`src/rtl/fp32_acc.sv`:
```
// FP32 dot-product accumulator behind the PE multiplier: framed sums with flush-to-zero and truncation.
// Optional term counter and acc_count port enabled by defining FP32_ACC_STATS_EN.
module fp32_acc #(
  parameter int unsigned CNT_W = 16
) (
  input  logic             clk,
  input  logic             rst_n,
  input  logic             valid_in,
  input  logic [31:0]      prod_in,
  input  logic             first_in,
  input  logic             last_in,
  output logic             out_valid,
  output logic [31:0]      out_data,
  input  logic             out_ready,
  output logic             overrun
`ifdef FP32_ACC_STATS_EN
  ,
  output logic [CNT_W-1:0] acc_count
`endif
);

  typedef enum logic {IDLE = 1'b0, ACCUM = 1'b1} state_t;

  // Handshake: out_data transfers on any clock edge where out_valid && out_ready;
  // out_valid/out_data hold until then, and the input stream is never stalled.

  function automatic logic [31:0] fadd(input logic [31:0] a, input logic [31:0] b);
    logic [7:0]         ea, eb, e_big, e_small, ediff;
    logic [23:0]        ma, mb;
    logic               a_inf, b_inf, a_big, s_big, s_small;
    logic [26:0]        m_big, m_small;
    logic [27:0]        sum;
    logic [4:0]         lz;
    logic [26:0]        norm;
    logic signed [9:0]  e_res;
    logic [22:0]        frac;
    logic [31:0]        r;
    ea    = a[30:23];
    eb    = b[30:23];
    ma    = (ea == 8'd0) ? 24'd0 : {1'b1, a[22:0]};
    mb    = (eb == 8'd0) ? 24'd0 : {1'b1, b[22:0]};
    a_inf = (ea == 8'hFF);
    b_inf = (eb == 8'hFF);
    r     = 32'd0;
    frac  = 23'd0;
    e_res = 10'sd0;
    lz    = 5'd0;
    norm  = 27'd0;
    if (a_inf && b_inf && (a[31] != b[31])) begin
      r = 32'h7FC00000;
    end else if (a_inf) begin
      r = {a[31], 8'hFF, 23'd0};
    end else if (b_inf) begin
      r = {b[31], 8'hFF, 23'd0};
    end else begin
      // Larger magnitude operand sets the exponent and the result sign.
      a_big   = ({ea, ma} >= {eb, mb});
      e_big   = a_big ? ea : eb;
      e_small = a_big ? eb : ea;
      m_big   = a_big ? {ma, 3'b000} : {mb, 3'b000};
      m_small = a_big ? {mb, 3'b000} : {ma, 3'b000};
      s_big   = a_big ? a[31] : b[31];
      s_small = a_big ? b[31] : a[31];
      ediff   = e_big - e_small;
      m_small = (ediff >= 8'd27) ? 27'd0 : (m_small >> ediff);
      if (s_big == s_small) sum = {1'b0, m_big} + {1'b0, m_small};
      else                  sum = {1'b0, m_big} - {1'b0, m_small};
      if (sum == 28'd0) begin
        r = 32'd0;
      end else begin
        if (sum[27]) begin
          e_res = $signed({2'b00, e_big}) + 10'sd1;
          frac  = sum[26:4];
        end else begin
          for (int i = 0; i < 27; i++) begin
            if (sum[i]) lz = 5'(26 - i);
          end
          norm  = sum[26:0] << lz;
          e_res = $signed({2'b00, e_big}) - $signed({5'd0, lz});
          frac  = norm[25:3];
        end
        if (e_res >= 10'sd255)   r = {s_big, 8'hFF, 23'd0};
        else if (e_res <= 10'sd0) r = {s_big, 31'd0};
        else                      r = {s_big, e_res[7:0], frac};
      end
    end
    return r;
  endfunction

  state_t      state_q, state_d;
  logic [31:0] acc_q, acc_d;
  logic        out_valid_q, out_valid_d;
  logic [31:0] out_data_q, out_data_d;
  logic        overrun_q, overrun_d;
  logic        restart;
  logic        complete;
  logic [31:0] sum_now;

  assign restart  = (state_q == IDLE) || first_in;
  assign complete = valid_in && last_in;
  assign sum_now  = fadd(restart ? 32'd0 : acc_q, prod_in);

`ifdef FP32_ACC_STATS_EN
  logic [CNT_W-1:0] cnt_q, cnt_d, cnt_now, acc_count_q, acc_count_d;
  assign cnt_now = restart ? CNT_W'(1) : ((&cnt_q) ? cnt_q : cnt_q + CNT_W'(1));
`endif

  always_comb begin
    state_d     = state_q;
    acc_d       = acc_q;
    out_valid_d = out_valid_q && !out_ready;
    out_data_d  = out_data_q;
    overrun_d   = overrun_q;
`ifdef FP32_ACC_STATS_EN
    cnt_d       = cnt_q;
    acc_count_d = acc_count_q;
`endif
    if (valid_in) begin
      if (last_in) begin
        state_d = IDLE;
        acc_d   = 32'd0;
      end else begin
        state_d = ACCUM;
        acc_d   = sum_now;
      end
`ifdef FP32_ACC_STATS_EN
      cnt_d = last_in ? CNT_W'(0) : cnt_now;
`endif
    end
    // A completion is dropped only when the held result is not leaving this cycle.
    if (complete) begin
      if (!out_valid_q || out_ready) begin
        out_valid_d = 1'b1;
        out_data_d  = sum_now;
`ifdef FP32_ACC_STATS_EN
        acc_count_d = cnt_now;
`endif
      end else begin
        overrun_d = 1'b1;
      end
    end
  end

  always_ff @(posedge clk) begin
    if (!rst_n) begin
      state_q     <= IDLE;
      acc_q       <= 32'd0;
      out_valid_q <= 1'b0;
      out_data_q  <= 32'd0;
      overrun_q   <= 1'b0;
`ifdef FP32_ACC_STATS_EN
      cnt_q       <= '0;
      acc_count_q <= '0;
`endif
    end else begin
      state_q     <= state_d;
      acc_q       <= acc_d;
      out_valid_q <= out_valid_d;
      out_data_q  <= out_data_d;
      overrun_q   <= overrun_d;
`ifdef FP32_ACC_STATS_EN
      cnt_q       <= cnt_d;
      acc_count_q <= acc_count_d;
`endif
    end
  end

  assign out_valid = out_valid_q;
  assign out_data  = out_data_q;
  assign overrun   = overrun_q;
`ifdef FP32_ACC_STATS_EN
  assign acc_count = acc_count_q;
`endif

endmodule

```
`config.mk`:
```
export PLATFORM = sky130hd
export DESIGN_NAME = fp32_acc
export DESIGN_NICKNAME = d
export VERILOG_FILES = /design/src/rtl/fp32_acc.sv
export SDC_FILE = /design/constraint.sdc
export NUM_CORES = 1
export LEC_CHECK = 0
export BUFFER_PORTS_ARGS = -buffer_cell sky130_fd_sc_hd__buf_2
export CAP_MARGIN = 20
export CORE_MARGIN = 2
export CORE_UTILIZATION = 24
export DETAILED_ROUTE_END_ITERATION = 16
export SLEW_MARGIN = 0
export SYNTH_ARGS = -nofsm -noshare
export SYNTH_HDL_FRONTEND = slang
export SYNTH_SLANG_ARGS = --single-unit
```
`constraint.sdc`:
```
create_clock -name clk -period 17.7 [get_ports clk]
set_clock_uncertainty 0.15 [all_clocks]
set_input_delay 0.885 -clock clk [delete_from_list [all_inputs] [get_ports clk]]
set_output_delay 0.885 -clock clk [all_outputs]
set_load 0.005 [all_outputs]
```
==> results of run 1 <==
[synth_stat cells (all sizes together), types with 26 or more instances]
master,instances,area share [%]
o21ai,128,5.9
buf,31,1.5
nand2,188,6.5
mux2i,73,6.7
inv,74,2.5
a21oi,104,4.8
dfxtp,67,12
clkbuf,50,1.7
nor2,131,4.5
nor3,41,2.1
xnor2,35,2.8
nand3,48,2.2
mux4,26,5.4
ha,66,7.6
[metal layers]
layer | global-route usage (%) | vias up | wire [um]
met4 | 6.16 | 0 | 1610
met5 | 0 | - | 0
met3 | 2.81 | 96 | 4350
met1 | 27.7 | 5942 | 21000
li1 | - | 5752 | -
met2 | 28.7 | 711 | 19500
[power groups by stage]
stage | Clock, W | Combinational (W) | Sequential (W)
after global placement | 0 | 0.000775 | 0.000202
after CTS | 0.000200 | 0.000776 | 0.000200
final | 0.000198 | 0.000798 | 0.000200
after detailed placement | 0 | 0.000770 | 0.000202
after floorplan | 0 | 0.000536 | 0.000195
after global routing | 0.000207 | 0.000852 | 0.000203
[metrics by stage]
step | util, % | area, um2
detailed placement | 26.3 | 11900
global placement | 26.3 | 11900
CTS | 27.0 | 12200
finish | 27.0 | 12200
global route | 27.0 | 12200
floorplan | - | 10900
[path summary, 6_finish.rpt]
check                                    end  cells past startpoint
worst max-delay path            out_data[17]                     50
worst min-delay path             out_data[5]                      2
worst max register to register  out_data[17]                     49
worst min register to register   out_data[5]                      2
[state kept, by name (all words and copies together) (netlist names)]
signal,cells
acc_q,32
out_data,32
out_valid,1
overrun,1
state_q,1
[critical path: cells and delay by family]
kind / cells / cell delay [ns]
and+or+nand+nor: 21 / 5.24
muxes: 3 / 1.43
AOI/OAI and AO/OA: 14 / 4.64
buffers and inverters: 6 / 1.81
xor gates and xnor gates: 1 / 0.66
adders and majority gates: 5 / 1.22
[cell type report]
cell class,instances,area (um2),area share [%]
Tap cell,600,751,6.14
Clock buffer,9,225,1.84
Inverter,79,297,2.43
Clock inverter,7,105,0.860
Timing Repair Buffer,95,539,4.41
Multi-Input combinational cell,1289,8960,73.3
Sequential cell,67,1340,11.0
[cells by family (layout without fill, tap and decap cells)]
kind of cell | count (synthesis) | count (layout) | synth area share (%)
muxes | 122 | 122 | 14.4
xor gates and xnor gates | 55 | 55 | 4.41
DFF | 67 | 67 | 12.3
and+or+nand+nor | 548 | 548 | 24.3
buffers and inverters | 160 | 190 | 5.98
adders and majority gates | 68 | 68 | 7.93
AOI/OAI and AO/OA | 496 | 496 | 30.7
[layout by cell type, fill, tap and decap left out, types with 7 or more instances in the layout]
cell type,n
nor2b_1,11
xnor2_1,34
a32oi_1,8
a21boi_0,10
nor4_1,13
o21ai_0,126
o22ai_1,19
ha_1,66
mux2i_1,73
clkbuf_16,9
a31oi_1,18
or2_2,7
mux4_2,26
a22o_1,20
o211ai_1,18
nand2_1,186
buf_2,71
dfxtp_1,67
nor3_1,37
nor2_1,129
a21oi_1,102
a32o_1,10
and2_1,19
inv_1,73
buf_4,23
o2111ai_1,7
o21a_1,15
mux2_2,23
a22oi_1,9
and3_1,10
o31ai_1,12
nand3b_1,10
nand4_1,21
or3_1,17
xor2_1,19
nand2b_1,12
a21o_1,18
a211oi_1,14
nand3_1,48
==> out/results.tsv, run 1 <==
stage	metric	value	unit
route	wl	46.4	mm
clock_network	worstSkewPairLatency	0.34	ns
yosys	yosys_warnings	0	
route	drtAntennaViolNets	0	
place	routabilityCongestion	0.983	
cells_and_area	syn2layout_area_growth	11.9	%
floorplanning	start_util	24.2	%
worst_setup_path	cp_data_required_time	17.84	ns
power_and_ir_drop	vdd_drop_max	0.0725	mV
run	max_cap_viol_count	0	
route	routedWlPerCell	21.6	um
floorplanning	ioPinCount	72	
timing	maxSlewViolCount	0	
yosys	seq_area_frac_synth	12.3	%
timing	whs	0.308	ns
yosys	ys_ff_latch	67	
global_route	grt_pass1_wl	70.6	mm
worst_hold_path	hold_start	out_data[5]	
clock_network	post-cts-setup-buffer-count	0	
global_route	grt_max_degree	47	
yosys	syn_inst	1516	
place	place_hpwl	37.5	mm
worst_setup_path	r2r-start	state_q	
route	drc	0	
floorplanning	coreArea	0.0452	mm2
yosys	synth_edf_count	0	
timing	fin_setup_tns	0	ns
worst_setup_path	r2r_slack	2.12	ns
power_and_ir_drop	swShare	51.4	%
clock_network	clock_path_buffers	2	
global_route	antenna_found_initial	0	
clock_network	cts_resized	0	
cells_and_area	diodes	0	
timing	finalCriticalPeriod	15.79	ns
global_route	grt-ovfl-total	0	
power_and_ir_drop	switching_power	0.000616	W
worst_hold_path	hold_path.class	register to register	
timing	fmax	63.3	MHz
cells_and_area	fillers	4927	
worst_setup_path	slowest_delay	0.80	ns
worst_setup_path	crit_arrival	15.93	ns
power_and_ir_drop	comb_power_share	66.7	%
route	first_pass_iters	8	
global_route	grtUsageTotal	19.1	%
yosys	netlist_area	0.0109	mm2
yosys	synth_fp_nets	1622	
clock_network	cts_made_buffers	9	
place	place.port_buffers	71	
status	status	complete, no violations	
timing	slew_headroom	28.7	%
power_and_ir_drop	p_per_area	98.0	mW/mm2
yosys	yosys_most_used_dff	dfxtp_1	
floorplanning	rows	78	
global_route	first_global_vias	11500	
route	drt-initial-drc-count	1744	
cells_and_area	drive_gt1_share	12.9	%
timing	rsz0062_at_grt	false	
clock_network	cts_sinks	67	
power_and_ir_drop	p_clk_share	16.6	%
route	route.vias.total	12500	
timing	worst_pin_slew	1.07	ns
clock_network	cts-root-buf	clkbuf_16	
worst_setup_path	crit_path_max_fanout	29	
power_and_ir_drop	p_total	0.00120	W
cells_and_area	stdcell_count	2146	
place	dp_cells	2130	
yosys	synthArstFlopShare	0	%
clock_network	cts_htree_levels	3	
cells_and_area	nets	1647	
timing	timing.final.crit_share	89.2	%
power_and_ir_drop	p_seq_share	16.7	%
worst_setup_path	endpoint_kind	register	
power_and_ir_drop	leakagePower	5.14	nW
yosys	yosysUniqueCellTypes	93	
worst_setup_path	cp-start-kind	input pin	
floorplanning	die-area	0.0472	mm2
worst_setup_path	cpMaxStageDelayCell	a21oi_2	
place	dp_slack	1.95	ns
worst_setup_path	cp-startpoint	first_in	
yosys	syn_area_per_cell	7.20	um2
timing	fin_ws	1.91	ns
route	routed_via_density	5.83	
floorplanning	die_y	217	um
clock_network	cts_tree	yes	
clock_network	cts_hold_buf	0	
clock_network	clk_pin_slew	0.06	ns
worst_setup_path	path_class	input pin to register	
timing	setup_viol	0	
floorplanning	die_w	217	um
timing	hold_violations	0	
power_and_ir_drop	cellInternalPower	0.000582	W
Power figures use the tool's default switching activity.
==> run 2: changes to the inputs <==
--- a/config.mk
+++ b/config.mk
@@ -9,2 +9,3 @@
 export CAP_MARGIN = 20
+export CORE_ASPECT_RATIO = 2
 export CORE_MARGIN = 2
@@ -12,2 +13,3 @@
 export DETAILED_ROUTE_END_ITERATION = 16
+export RECOVER_POWER = 50
 export SLEW_MARGIN = 0
--- a/constraint.sdc
+++ b/constraint.sdc
@@ -4,2 +4,2 @@
 set_output_delay 0.885 -clock clk [all_outputs]
-set_load 0.005 [all_outputs]
+set_load 0.02 [all_outputs]
==> run 2 against run 1 <==
Global-route usage up 2.0 points. Largest cell class unchanged. Flip-flop and latch count unchanged. Hold slack worse by 0.0072 ns.
==> out/results.tsv, run 2 (synthesized netlist as in run 1, its figures left out) <==
stage	metric	value	unit
worst_setup_path	r2r_slack	1.93	ns
timing	fin_setup_tns	0	ns
worst_setup_path	cp_top_family	simple AND/OR/NAND/NOR gates	
cells_and_area	diodes	0	
timing	maxSlewViolCount	0	
cells_and_area	stdcell_count	2110	
global_route	grt-ovfl-total	0	
global_route	grt_pass1_wl	76.0	mm
global_route	antenna_found_initial	0	
cells_and_area	multi_input_area	0.00895	mm2
floorplanning	rows	110	
route	drt-initial-drc-count	1271	
clock_network	cts_resized	0	
clock_network	cts_made_buffers	9	
clock_network	cts_hold_buf	0	
status	status	complete, no violations	
cells_and_area	syn2layout_area_growth	10.6	%
worst_setup_path	path_class	input pin to register	
clock_network	cts_htree_levels	3	
worst_hold_path	hold_path.class	register to register	
cells_and_area	drive_gt1_share	10.8	%
timing	fmax	61.9	MHz
power_and_ir_drop	leakagePower	4.97	nW
place	dp_slack	1.74	ns
floorplanning	start_util	24.3	%
timing	slew_headroom	26.4	%
route	first_pass_iters	8	
worst_setup_path	endpoint_kind	register	
cells_and_area	nets	1652	
cells_and_area	seqCellArea	0.00134	mm2
worst_setup_path	cpMaxStageDelayCell	nor3_1	
power_and_ir_drop	p_total	0.00121	W
cells_and_area	final_common_cell	nand2_1	
place	place.port_buffers	71	
worst_setup_path	reg2regPathDepth	47	
floorplanning	die-area	0.0473	mm2
worst_setup_path	slowest_delay	0.86	ns
floorplanning	die_y	306	um
timing	rsz0062_at_grt	false	
worst_setup_path	r2r-start	state_q	
floorplanning	coreArea	0.0450	mm2
run	max_cap_viol_count	0	
place	place_hpwl	42.2	mm
timing	setup_viol	0	
clock_network	cts_tree	yes	
power_and_ir_drop	p_per_area	100	mW/mm2
clock_network	clock_path_buffers	2	
global_route	first_global_vias	12300	
worst_setup_path	cp.depth	47	
clock_network	worstSkewPairLatency	0.33	ns
clock_network	cts_sinks	67	
worst_setup_path	cp-startpoint	prod_in[28]	
place	dp_cells	2093	
route	routed_via_density	5.89	
route	route.vias.total	12400	
clock_network	post-cts-setup-buffer-count	0	
worst_setup_path	worstReg2RegEnd	out_data[17]	
worst_setup_path	cp-start-kind	input pin	
power_and_ir_drop	vdd_drop_max	0.0524	mV
timing	timing.final.crit_share	91.3	%
clock_network	cts-root-buf	clkbuf_16	
route	drtAntennaViolNets	0	
route	drc	0	
global_route	grtUsageTotal	21.1	%
timing	finalCriticalPeriod	16.16	ns
timing	hold_violations	0	
timing	worst_pin_slew	1.09	ns
worst_setup_path	crit_path_max_fanout	29	
timing	fin_ws	1.54	ns
floorplanning	die_w	155	um
clock_network	clk_pin_slew	0.06	ns
worst_setup_path	cp-endpoint	out_data[17]	
route	routedWlPerCell	24.3	um
cells_and_area	final_cell_mix	nand2_1, nor2_1, o21ai_0, a21oi_1	
global_route	grt_max_degree	38	
worst_setup_path	cp_num_buf_inv	5	
place	routabilityCongestion	1.06	
floorplanning	ioPinCount	72	
cells_and_area	fillers	4866	
worst_setup_path	crit_arrival	16.29	ns
route	wl	51.3	mm
worst_setup_path	cp_data_required_time	17.83	ns
## run 2: changes by cell type in the layout (fill, tap and decap cells not counted), sizes merged
cell,delta
clkinvlp,+1
bufinv,-2
clkinv,+3
inv,-3
buf,-32
clkbuf,+37
## run 2: how the worst min path moves through the flow
stage,start,endpoint,slack (ns),cells after the start
2_1_floorplan,acc_q[3],acc_q[3],0.27,2
3_3_place_gp,out_data[1],out_data[1],0.29,2
3_5_place_dp,out_data[1],out_data[1],0.30,2
4_1_cts,out_data[1],out_data[1],0.30,2
5_1_grt,out_data[1],out_data[1],0.33,2
6_report,out_data[1],out_data[1],0.30,2
## run 2: metrics by stage
step	utilization (%)	hold slack, ns	area [um2]
5_1_grt	26.8	0.333	12100
6_report	26.8	0.301	12100
4_1_cts	26.9	0.303	12100
3_3_place_gp	26.3	0.291	11900
3_5_place_dp	26.3	0.295	11900
2_1_floorplan	-	0.267	10900
## run 2: tightest hold or removal path: stages (launching register included)
cell     delay, ns
dfxtp_1       0.30
nand2_1       0.05
a21oi_1       0.05
## run 2: layout make-up
type / count / share of cell area, %
Multi-Input combinational cell: 1289 / 74.1
Sequential cell: 67 / 11.1
Tap cell: 560 / 5.80
Timing Repair Buffer: 100 / 4.37
Inverter: 79 / 2.45
Clock buffer: 9 / 1.86
Clock inverter: 6 / 0.352
## run 2: routing by layer
layer,vias up,share of wire (%),global-route usage (%)
li1,5766,-,-
met1,5933,34,20.2
met2,542,53,40.2
met3,195,3.7,1.69
met4,0,9.9,17.5
met5,-,0,0
## run 2: power by group
part / leakage, nW / internal [W] / total, W / switching (W)
Clock: 0.128 / 0.0000940 / 0.000162 / 0.0000680
Sequential: 0.548 / 0.000178 / 0.000199 / 0.0000206
Combinational: 4.30 / 0.000278 / 0.000853 / 0.000575
Total: 4.97 / 0.000550 / 0.00121 / 0.000664
